--- src/rtl/mipi_csi2_packet_generator.sv ---
`default_nettype none
// ============================================================================
// Module      : mipi_csi2_packet_generator
// Description : Packs a raw pixel byte stream into a CSI-2 byte-lane stream:
//               a Frame Start short packet, NUM_LINES long packets, then a
//               Frame End short packet, each followed by GAP_CYCLES idle
//               cycles. Serves as a camera emulator for the image extractor.
// Ports       : clk, rst (async, active high)
//               frame_start              - pulse to begin a frame (IDLE only)
//               pixel_data/valid/ready   - payload byte handshake
//               mipi_data/mipi_data_valid- registered CSI-2 byte stream
//               busy                     - frame in progress
//               frame_num, line_count    - frame / line progress
// Options     : `define MIPI_TX_CRC_EN adds a 2-byte CRC-16 footer to every
//               long packet (poly 0x8408 reflected, seed 0xFFFF).
// Revision    : 1.0 - initial release
// ============================================================================
module mipi_csi2_packet_generator #(
    parameter int         LINE_BYTES = 1280,
    parameter int         NUM_LINES  = 800,
    parameter logic [5:0] LINE_DT    = 6'h2C,
    parameter logic [1:0] VC         = 2'd0,
    parameter int         GAP_CYCLES = 50
) (
    input  logic        clk,
    input  logic        rst,
    input  logic        frame_start,
    input  logic [7:0]  pixel_data,
    input  logic        pixel_valid,
    output logic        pixel_ready,
    output logic [7:0]  mipi_data,
    output logic        mipi_data_valid,
    output logic        busy,
    output logic [15:0] frame_num,
    output logic [15:0] line_count
);

    localparam logic [5:0]  c_dt_fs    = 6'h00;
    localparam logic [5:0]  c_dt_fe    = 6'h01;
    localparam logic [15:0] c_wc_line  = 16'(LINE_BYTES);
    localparam logic [15:0] c_last_idx = 16'(LINE_BYTES - 1);
    localparam logic [15:0] c_lines    = 16'(NUM_LINES);
    localparam logic [7:0]  c_gap      = 8'(GAP_CYCLES);

    typedef enum logic [2:0] {
        S_IDLE     = 3'd0,
        S_FS_HDR   = 3'd1,
        S_GAP      = 3'd2,
        S_LINE_HDR = 3'd3,
        S_PAYLOAD  = 3'd4,
        S_CRC      = 3'd5,
        S_FE_HDR   = 3'd6
    } state_t;

    state_t      r_state;
    logic [1:0]  r_hdr_idx;     // next header byte to emit (byte 0 goes out on entry)
    logic [7:0]  r_gap_cnt;
    logic [15:0] r_byte_cnt;
    logic [15:0] r_line_cnt;
    logic [15:0] r_frame_num;
    logic [7:0]  r_di;
    logic [15:0] r_wc;
    logic [7:0]  r_data;
    logic        r_valid;
    logic        r_busy;
    logic        r_frame_end;   // FE header already sent; next gap returns to IDLE

    logic [23:0] w_hdr;
    logic [7:0]  w_ecc;
    logic [15:0] w_frame_num_next;

    // Frame number skips 0 on wrap so a receiver never sees WC = 0 in FS/FE.
    assign w_frame_num_next = (r_frame_num == 16'hFFFF) ? 16'h0001 : r_frame_num + 16'd1;

    // CSI-2 header ECC over {WC_hi, WC_lo, DI}
    assign w_hdr = {r_wc, r_di};
    assign w_ecc[0] = w_hdr[0]  ^ w_hdr[1]  ^ w_hdr[2]  ^ w_hdr[4]  ^ w_hdr[5]  ^ w_hdr[7]  ^
                      w_hdr[10] ^ w_hdr[11] ^ w_hdr[13] ^ w_hdr[16] ^ w_hdr[20] ^ w_hdr[21] ^
                      w_hdr[22] ^ w_hdr[23];
    assign w_ecc[1] = w_hdr[0]  ^ w_hdr[1]  ^ w_hdr[3]  ^ w_hdr[4]  ^ w_hdr[6]  ^ w_hdr[8]  ^
                      w_hdr[10] ^ w_hdr[12] ^ w_hdr[14] ^ w_hdr[17] ^ w_hdr[20] ^ w_hdr[21] ^
                      w_hdr[22] ^ w_hdr[23];
    assign w_ecc[2] = w_hdr[0]  ^ w_hdr[2]  ^ w_hdr[3]  ^ w_hdr[5]  ^ w_hdr[6]  ^ w_hdr[9]  ^
                      w_hdr[11] ^ w_hdr[12] ^ w_hdr[15] ^ w_hdr[18] ^ w_hdr[20] ^ w_hdr[21] ^
                      w_hdr[22];
    assign w_ecc[3] = w_hdr[1]  ^ w_hdr[2]  ^ w_hdr[3]  ^ w_hdr[7]  ^ w_hdr[8]  ^ w_hdr[9]  ^
                      w_hdr[13] ^ w_hdr[14] ^ w_hdr[15] ^ w_hdr[19] ^ w_hdr[20] ^ w_hdr[21] ^
                      w_hdr[23];
    assign w_ecc[4] = w_hdr[4]  ^ w_hdr[5]  ^ w_hdr[6]  ^ w_hdr[7]  ^ w_hdr[8]  ^ w_hdr[9]  ^
                      w_hdr[16] ^ w_hdr[17] ^ w_hdr[18] ^ w_hdr[19] ^ w_hdr[20] ^ w_hdr[22] ^
                      w_hdr[23];
    assign w_ecc[5] = w_hdr[10] ^ w_hdr[11] ^ w_hdr[12] ^ w_hdr[13] ^ w_hdr[14] ^ w_hdr[15] ^
                      w_hdr[16] ^ w_hdr[17] ^ w_hdr[18] ^ w_hdr[19] ^ w_hdr[21] ^ w_hdr[22] ^
                      w_hdr[23];
    assign w_ecc[7:6] = 2'b00;

`ifdef MIPI_TX_CRC_EN
    logic [15:0] r_crc;

    function automatic logic [15:0] crc16_byte(input logic [15:0] crc_in, input logic [7:0] data);
        logic [15:0] crc;
        crc = crc_in;
        for (int i = 0; i < 8; i++) begin
            if (crc[0] ^ data[i]) crc = (crc >> 1) ^ 16'h8408;
            else                  crc = crc >> 1;
        end
        return crc;
    endfunction
`endif

    // Leaving PAYLOAD on the last accepted byte drops ready without extra logic.
    assign pixel_ready     = (r_state == S_PAYLOAD);
    assign mipi_data       = r_data;
    assign mipi_data_valid = r_valid;
    assign busy            = r_busy;
    assign frame_num       = r_frame_num;
    assign line_count      = r_line_cnt;

    always_ff @(posedge clk or posedge rst) begin
        if (rst) begin
            r_state     <= S_IDLE;
            r_hdr_idx   <= 2'd0;
            r_gap_cnt   <= 8'd0;
            r_byte_cnt  <= 16'd0;
            r_line_cnt  <= 16'd0;
            r_frame_num <= 16'd0;
            r_di        <= 8'd0;
            r_wc        <= 16'd0;
            r_data      <= 8'd0;
            r_valid     <= 1'b0;
            r_busy      <= 1'b0;
            r_frame_end <= 1'b0;
`ifdef MIPI_TX_CRC_EN
            r_crc       <= 16'hFFFF;
`endif
        end else begin
            case (r_state)
                S_IDLE: begin
                    r_valid <= 1'b0;
                    if (frame_start) begin
                        r_frame_num <= w_frame_num_next;
                        r_line_cnt  <= 16'd0;
                        r_busy      <= 1'b1;
                        r_frame_end <= 1'b0;
                        r_di        <= {VC, c_dt_fs};
                        r_wc        <= w_frame_num_next;
                        r_data      <= {VC, c_dt_fs};
                        r_valid     <= 1'b1;
                        r_hdr_idx   <= 2'd1;
                        r_state     <= S_FS_HDR;
                    end
                end

                S_FS_HDR, S_LINE_HDR, S_FE_HDR: begin
                    r_valid   <= 1'b1;
                    r_hdr_idx <= r_hdr_idx + 2'd1;
                    case (r_hdr_idx)
                        2'd1:    r_data <= r_wc[7:0];
                        2'd2:    r_data <= r_wc[15:8];
                        default: begin
                            r_data    <= w_ecc;
                            r_gap_cnt <= 8'd0;
                            if (r_state == S_LINE_HDR) begin
                                r_byte_cnt <= 16'd0;
                                r_state    <= S_PAYLOAD;
                            end else begin
                                r_state    <= S_GAP;
                            end
                        end
                    endcase
                end

                S_GAP: begin
                    if (r_gap_cnt == c_gap) begin
                        if (r_frame_end) begin
                            r_busy  <= 1'b0;
                            r_valid <= 1'b0;
                            r_state <= S_IDLE;
                        end else if (r_line_cnt == c_lines) begin
                            r_frame_end <= 1'b1;
                            r_di        <= {VC, c_dt_fe};
                            r_wc        <= r_frame_num;
                            r_data      <= {VC, c_dt_fe};
                            r_valid     <= 1'b1;
                            r_hdr_idx   <= 2'd1;
                            r_state     <= S_FE_HDR;
                        end else begin
                            r_di      <= {VC, LINE_DT};
                            r_wc      <= c_wc_line;
                            r_data    <= {VC, LINE_DT};
                            r_valid   <= 1'b1;
                            r_hdr_idx <= 2'd1;
                            r_state   <= S_LINE_HDR;
`ifdef MIPI_TX_CRC_EN
                            r_crc     <= 16'hFFFF;
`endif
                        end
                    end else begin
                        r_valid   <= 1'b0;
                        r_gap_cnt <= r_gap_cnt + 8'd1;
                    end
                end

                S_PAYLOAD: begin
                    if (pixel_valid) begin
                        r_data     <= pixel_data;
                        r_valid    <= 1'b1;
                        r_byte_cnt <= r_byte_cnt + 16'd1;
`ifdef MIPI_TX_CRC_EN
                        r_crc      <= crc16_byte(r_crc, pixel_data);
                        if (r_byte_cnt == c_last_idx) begin
                            r_hdr_idx <= 2'd0;
                            r_state   <= S_CRC;
                        end
`else
                        if (r_byte_cnt == c_last_idx) begin
                            r_line_cnt <= r_line_cnt + 16'd1;
                            r_gap_cnt  <= 8'd0;
                            r_state    <= S_GAP;
                        end
`endif
                    end else begin
                        r_valid <= 1'b0;
                    end
                end

`ifdef MIPI_TX_CRC_EN
                S_CRC: begin
                    r_valid <= 1'b1;
                    if (r_hdr_idx == 2'd0) begin
                        r_data    <= r_crc[7:0];
                        r_hdr_idx <= 2'd1;
                    end else begin
                        r_data     <= r_crc[15:8];
                        r_line_cnt <= r_line_cnt + 16'd1;
                        r_gap_cnt  <= 8'd0;
                        r_state    <= S_GAP;
                    end
                end
`endif

                default: begin
                    r_valid <= 1'b0;
                    r_busy  <= 1'b0;
                    r_state <= S_IDLE;
                end
            endcase
        end
    end

endmodule
`default_nettype wire
--- config.mk ---
export PLATFORM = sky130hd
export DESIGN_NAME = mipi_csi2_packet_generator
export DESIGN_NICKNAME = d
export VERILOG_FILES = /design/src/rtl/mipi_csi2_packet_generator.sv
export SDC_FILE = /design/constraint.sdc
export NUM_CORES = 1
export LEC_CHECK = 0
export CORE_AREA = 4 4 82 142
export CTS_CLUSTER_SIZE = 8
export DETAILED_ROUTE_END_ITERATION = 6
export DIE_AREA = 0 0 86 146
export PLACE_DENSITY = 0.75
export SYNTH_ARGS = -nofsm -noshare
export SYNTH_HDL_FRONTEND = slang
export SYNTH_SLANG_ARGS = --single-unit
--- constraint.sdc ---
create_clock -name clk -period 3.05 [get_ports clk]
set_clock_uncertainty 0.05 [all_clocks]
set_input_delay 0.61 -clock clk [delete_from_list [all_inputs] [get_ports clk]]
set_output_delay 0.61 -clock clk [all_outputs]
set_load 0.01 [all_outputs]
==> flow_summary.yaml, run 1 <==
yosys:
  synth-seq-cells: 90
  synth_area_mm2: 0.00534
  synth_enable_flop_cells: 0
  async_flop_share_pct: 100
  seq_area_frac_synth_pct: 42.2
  synth.avg_cell_area_um2: 8.92
  syn_inst: 598
  yosys_warnings: 0
  synthFlopType: "dfrtp_1"
  syn_nets: 618
  ys_types: 66
timing:
  tightest_slew_ps: 715
  max_freq_mhz: 380
  rsz0062_at_grt: "no"
  finalSetupViolCount: 0
  slew_headroom_pct: 52.1
  tns_ps: 0
  hold_viol: 0
  fin_crit_ps: 2630
  min_period_over_period_pct: 86.3
  final_max_slew_viol_count: 0
global_routing:
  antenna_found_initial: 0
  grt_usage_pct: 22.2
  use_met1_pct: 26.8
  grt-busiest-layer: "met2"
  grt_pass1_vias: 4741
  use_met2_pct: 38.8
  grt-ovfl-total: 0
  grt_use_met3_pct: 3.57
  grt_first_pass_wirelength_um: 22900
  grt_max_degree: 43
finish:
  syn2layout_area_growth_pct: 18.2
  final_nets: 663
  multi_input_area_mm2: 0.00288
  regArea_mm2: 0.00225
  final_cell_mix: "dfrtp_1, nor2_1, nand2_1, clkdlybuf4s50_1, o21ai_0"
  stdcell_count: 778
  final_common_cell: "dfrtp_1"
  insertedDiodeCount: 0
  drive_gt1_share_pct: 7.25
  fill_cells: 917
clocking:
  worstSkewPairLatency_ps: 340
  cts.sinks: 90
  cts_hold_buf: 0
  post_cts_buffers: 0
  root_buffer: "clkbuf_16"
  cts_made_buffers: 9
  htreeDepth: 3
  cts_tree: "built"
  clk_pin_slew_ps: 60
  post_cts_resized: 0
  clockBufferDepth: 2
floorplanning:
  dieArea_mm2: 0.0126
  rows: 50
  pin_count: 55
  core_area_mm2: 0.0106
  die_h_um: 146
  initial_utilization_pct: 50.5
  die-width_um: 86
placed_design:
  numPortBuffers: 54
  place_congestion: 0.874
  dpl.hpwl_um: 9670
  placed_cells: 762
worst_setup_path:
  crit_path_end_kind: "primary output"
  worst_path_max_delay_cell: "dfrtp_1"
  worst-setup-path-type: "register to primary output"
  crit_fanout: 16
  worstPathCellList: "nor2_1, nand2_1, inv_1, clkdlybuf4s50_1"
  critPathBufInv: 2
  cp_top_family: "buffers and inverters"
  critPathMaxStageDelay_ps: 540
  cp_data_arrival_time_ps: 1970
  cp.required_ps: 2390
  crit_path_start_kind: "register"
detailed_routing:
  avgRoutedWirePerCell_um: 17.1
  wirelength_um: 13300
  dr_total_vias: 4669
  drt_iter0_markers: 297
  via_per_inst: 6.00
  drc: 0
  firstDrtPassIters: 5
  postRouteAntennaNets: 0
run:
  cap_violations: 0
worst_hold_path:
  hold_path.class: "register to register"
power:
  ir_drop_mv: 0.534
  power.density_mw_per_mm2: 984
  p_leak_nw: 2.69
  power.total_mw: 6.21
outcome:
  status: "finished, final reports clean"
-- area by class of cell --
type                            count  area share, %
Multi-Input combinational cell    458           45.6
Sequential cell                    90           35.7
Timing Repair Buffer               67           10.3
Clock buffer                       10           3.79
Tap cell                          130           2.58
Inverter                           17           1.03
Clock inverter                      6          0.991
-- worst reg2reg max path, cell delays in order (launching register included) --
cell,delay (ps)
dfrtp_1,460
ha_1,260
nand3_1,170
nor4_4,460
and3_1,570
nand2b_1,340
o21ai_0,130
-- power by group --
| part | switching, mW | total, mW | internal, mW |
|---|---|---|---|
| Clock | 0.469 | 1.13 | 0.659 |
| Combinational | 1.68 | 3.24 | 1.56 |
| Sequential | 0.364 | 1.85 | 1.48 |
-- state kept, by name, indices dropped and copies added (netlist names) --
signal           count
busy                 1
frame_num           16
line_count          16
mipi_data            8
mipi_data_valid      1
r_byte_cnt          16
r_di                 2
r_frame_end          1
r_gap_cnt            8
r_hdr_idx            2
r_state              3
r_wc                16
-- cell usage after synthesis (3+ instances only) --
cell	count	area, um2
ha_1	8	100
or3_1	4	25.0
o22ai_1	3	18.8
xnor2_1	28	245
a22oi_1	9	67.6
buf_2	9	45.0
inv_1	17	63.8
clkbuf_1	20	75.1
o221ai_1	3	26.3
nand2_1	54	203
or2_2	3	18.8
o31ai_1	7	52.6
o21a_1	4	30.0
and2_1	6	37.5
o21ai_0	49	245
xor2_1	32	280
and3_1	11	68.8
o311ai_0	4	35.0
nor4_1	3	18.8
nor3_1	10	50.1
nor2_1	72	270
a21oi_1	29	145
nand3_1	21	105
and4_1	3	26.3
nor2b_1	5	31.3
a21o_1	8	60.1
dfrtp_1	90	2250
nand2b_1	5	31.3
nand4_1	17	106
a22o_1	5	43.8
a31oi_1	10	62.6
nor4b_1	4	35.0
nand3b_1	5	37.5
-- worst paths after layout --
path / from / endpoint / slack (ps) / depth (start not counted)
setup / recovery: r_state[0]$_DFFE_PP0P_ / pixel_ready / 420 / 4
hold / removal: mipi_data[7]$_DFFE_PP0P_ / mipi_data[7]$_DFFE_PP0P_ / 430 / 2
setup reg to reg: frame_num[0]$_DFFE_PP0P_ / frame_num[5]$_DFFE_PP0P_ / 490 / 6
hold reg to reg: mipi_data[7]$_DFFE_PP0P_ / mipi_data[7]$_DFFE_PP0P_ / 430 / 2
max in group asynchronous: rst / r_di[0]$_DFFE_PP0P_ / 1700 / 3
min in group asynchronous: rst / r_byte_cnt[7]$_DFFE_PP0P_ / 560 / 2
-- metrics by stage --
| stage | setup slack, ps | hold slack [ps] | instance area (um2) | util, % |
|---|---|---|---|---|
| 6_report | 418 | 433 | 6310 | 59.7 |
| 5_1_grt | 250 | 480 | 6310 | 59.7 |
| 4_1_cts | 413 | 442 | 6310 | 59.7 |
| 3_5_place_dp | 493 | 427 | 6010 | 56.8 |
| 3_3_place_gp | 504 | 418 | 6010 | 56.8 |
| 2_1_floorplan | 54.7 | 402 | 5340 | - |
-- kinds of logic after synthesis --
family                   count (synthesis)  synth area share (%)
buffers and inverters                   50                  3.96
adder cells (fa/ha/maj)                  8                  1.88
flip-flops                              90                  42.2
AO/OA/AOI/OAI                          149                  17.6
AND/OR/NAND/NOR                        233                  21.9
XOR/XNOR                                64                  11.6
multiplexers                             4                 0.867
-- layer usage --
metal,up-vias,share of wire [%]
met5,-,0
met4,0,3.2
met3,36,3.8
met2,140,52
met1,2283,41
li1,2210,-
No activity file was read; power rests on OpenSTA's default activity.
==> inputs of run 2 (changes only) <==
--- a/config.mk
+++ b/config.mk
@@ -5,10 +5,10 @@
 export SDC_FILE = /design/constraint.sdc
 export NUM_CORES = 1
 export LEC_CHECK = 0
-export CORE_AREA = 4 4 82 142
+export CORE_AREA = 5 5 83 143
 export CTS_CLUSTER_SIZE = 8
 export DETAILED_ROUTE_END_ITERATION = 6
-export DIE_AREA = 0 0 86 146
+export DIE_AREA = 0 0 88 148
 export PLACE_DENSITY = 0.75
 export SYNTH_ARGS = -nofsm -noshare
 export SYNTH_HDL_FRONTEND = slang
==> flow_summary.yaml, run 2 (synthesis results as in run 1) <==
detailed_routing:
  via_per_inst: 5.93
  dr_total_vias: 4614
  dr_wl_met3_um: 584
  topRoutingLayerUsed: "met4"
  wirelength_um: 13300
  dr_wl_met2_um: 7090
  drc: 0
  wl_met1_um: 5330
  firstDrtPassIters: 6
  avgRoutedWirePerCell_um: 17.1
  drt_iter0_markers: 276
  postRouteAntennaNets: 0
clocking:
  cts.sinks: 90
  worstSkewPairLatency_ps: 350
  cts_tree: "built"
  cts_hold_buf: 0
  post_cts_resized: 0
  clk_pin_slew_ps: 60
  clockBufferDepth: 2
  cts_made_buffers: 9
  htreeDepth: 3
  root_buffer: "clkbuf_16"
  post_cts_buffers: 0
power:
  power.total_mw: 6.34
  p_leak_nw: 2.70
  ir_drop_mv: 0.555
  power.density_mw_per_mm2: 1000
timing:
  fin_crit_ps: 2690
  min_period_over_period_pct: 88.1
  tns_ps: 0
  hold_viol: 0
  tightest_slew_ps: 699
  finalSetupViolCount: 0
  fin_ws_ps: 363
  slew_headroom_pct: 53.2
  final_max_slew_viol_count: 0
  max_freq_mhz: 372
  rsz0062_at_grt: "no"
worst_setup_path:
  crit_path_end_kind: "primary output"
  cp_data_arrival_time_ps: 2030
  cp.required_ps: 2390
  r2r_setup_slack_ps: 390
  crit_fanout: 16
  worst-setup-path-type: "register to primary output"
  reg2regPathDepth: 6
  crit_path_start_kind: "register"
finish:
  stdcell_count: 778
  drive_gt1_share_pct: 7.25
  regArea_mm2: 0.00225
  insertedDiodeCount: 0
  fin_util_pct: 60.0
  multi_input_area_mm2: 0.00288
  final_nets: 663
  final_common_cell: "dfrtp_1"
  final_cell_mix: "dfrtp_1, nor2_1, nand2_1, clkdlybuf4s50_1, o21ai_0"
  syn2layout_area_growth_pct: 18.9
  fill_cells: 919
global_routing:
  grt_first_pass_wirelength_um: 22900
  grt_max_degree: 40
  grt_pass1_vias: 4650
  antenna_found_initial: 0
  grt-ovfl-total: 0
  grt_usage_pct: 22.0
outcome:
  status: "finished, final reports clean"
floorplanning:
  die-width_um: 88
  dieArea_mm2: 0.0130
  rows: 50
  initial_utilization_pct: 50.5
  die_h_um: 148
  core_area_mm2: 0.0106
  pin_count: 55
placed_design:
  place_congestion: 0.898
  placed_cells: 762
  dpl.hpwl_um: 9740
  dp_slack_ps: 415
  numPortBuffers: 54
worst_hold_path:
  holdPathStages: 2
  hold_path.class: "register to register"
run:
  cap_violations: 0
-- run 2: cell count changes in the layout (fill, tap and decap cells not counted) --
cell / before / now
clkinv_2: 4 / 1
bufinv_16: 1 / 2
clkinv_4: 0 / 1
inv_6: 2 / 3
-- run 2: worst paths after layout --
kind | from | to
max | r_state[0]$_DFFE_PP0P_ | pixel_ready
min | mipi_data[3]$_DFFE_PP0P_ | mipi_data[3]$_DFFE_PP0P_
max reg2reg | frame_num[0]$_DFFE_PP0P_ | frame_num[5]$_DFFE_PP0P_
min reg2reg | mipi_data[3]$_DFFE_PP0P_ | mipi_data[3]$_DFFE_PP0P_
max in group asynchronous | rst | line_count[11]$_DFFE_PP0P_
min in group asynchronous | rst | r_byte_cnt[5]$_DFFE_PP0P_
-- run 2: critical path, cell delays in order, from the launching register on --
cell and delay (ps):
dfrtp_1 550, nor2_1 280, nand2_1 190, inv_1 120
clkdlybuf4s50_1 540
-- run 2: where the power goes --
group	switching, mW	internal (mW)
Sequential	0.412	1.48
Combinational	1.64	1.58
Clock	0.482	0.751
Total	2.53	3.81
-- run 2: metal layers --
layer	vias up	track usage (%)
met5	-	0
met4	0	8.83
met3	28	4.41
met2	126	37.3
met1	2249	26.9
li1	2211	-
-- run 2: layout make-up --
cell class | count | area share [%]
clock inverter | 6 | 1.50
sequential | 90 | 35.5
timing repair buffer | 67 | 10.3
clock buffer | 10 | 3.77
multi-input combinational | 458 | 45.4
inverter | 17 | 1.03
tap | 130 | 2.56
-- run 2: metrics by stage --
| step | hold slack (ps) | area (um2) |
|---|---|---|
| 3_3_place_gp | 418 | 6010 |
| 2_1_floorplan | 402 | 5340 |
| 6_report | 436 | 6340 |
| 5_1_grt | 490 | 6340 |
| 3_5_place_dp | 425 | 6010 |
| 4_1_cts | 442 | 6340 |
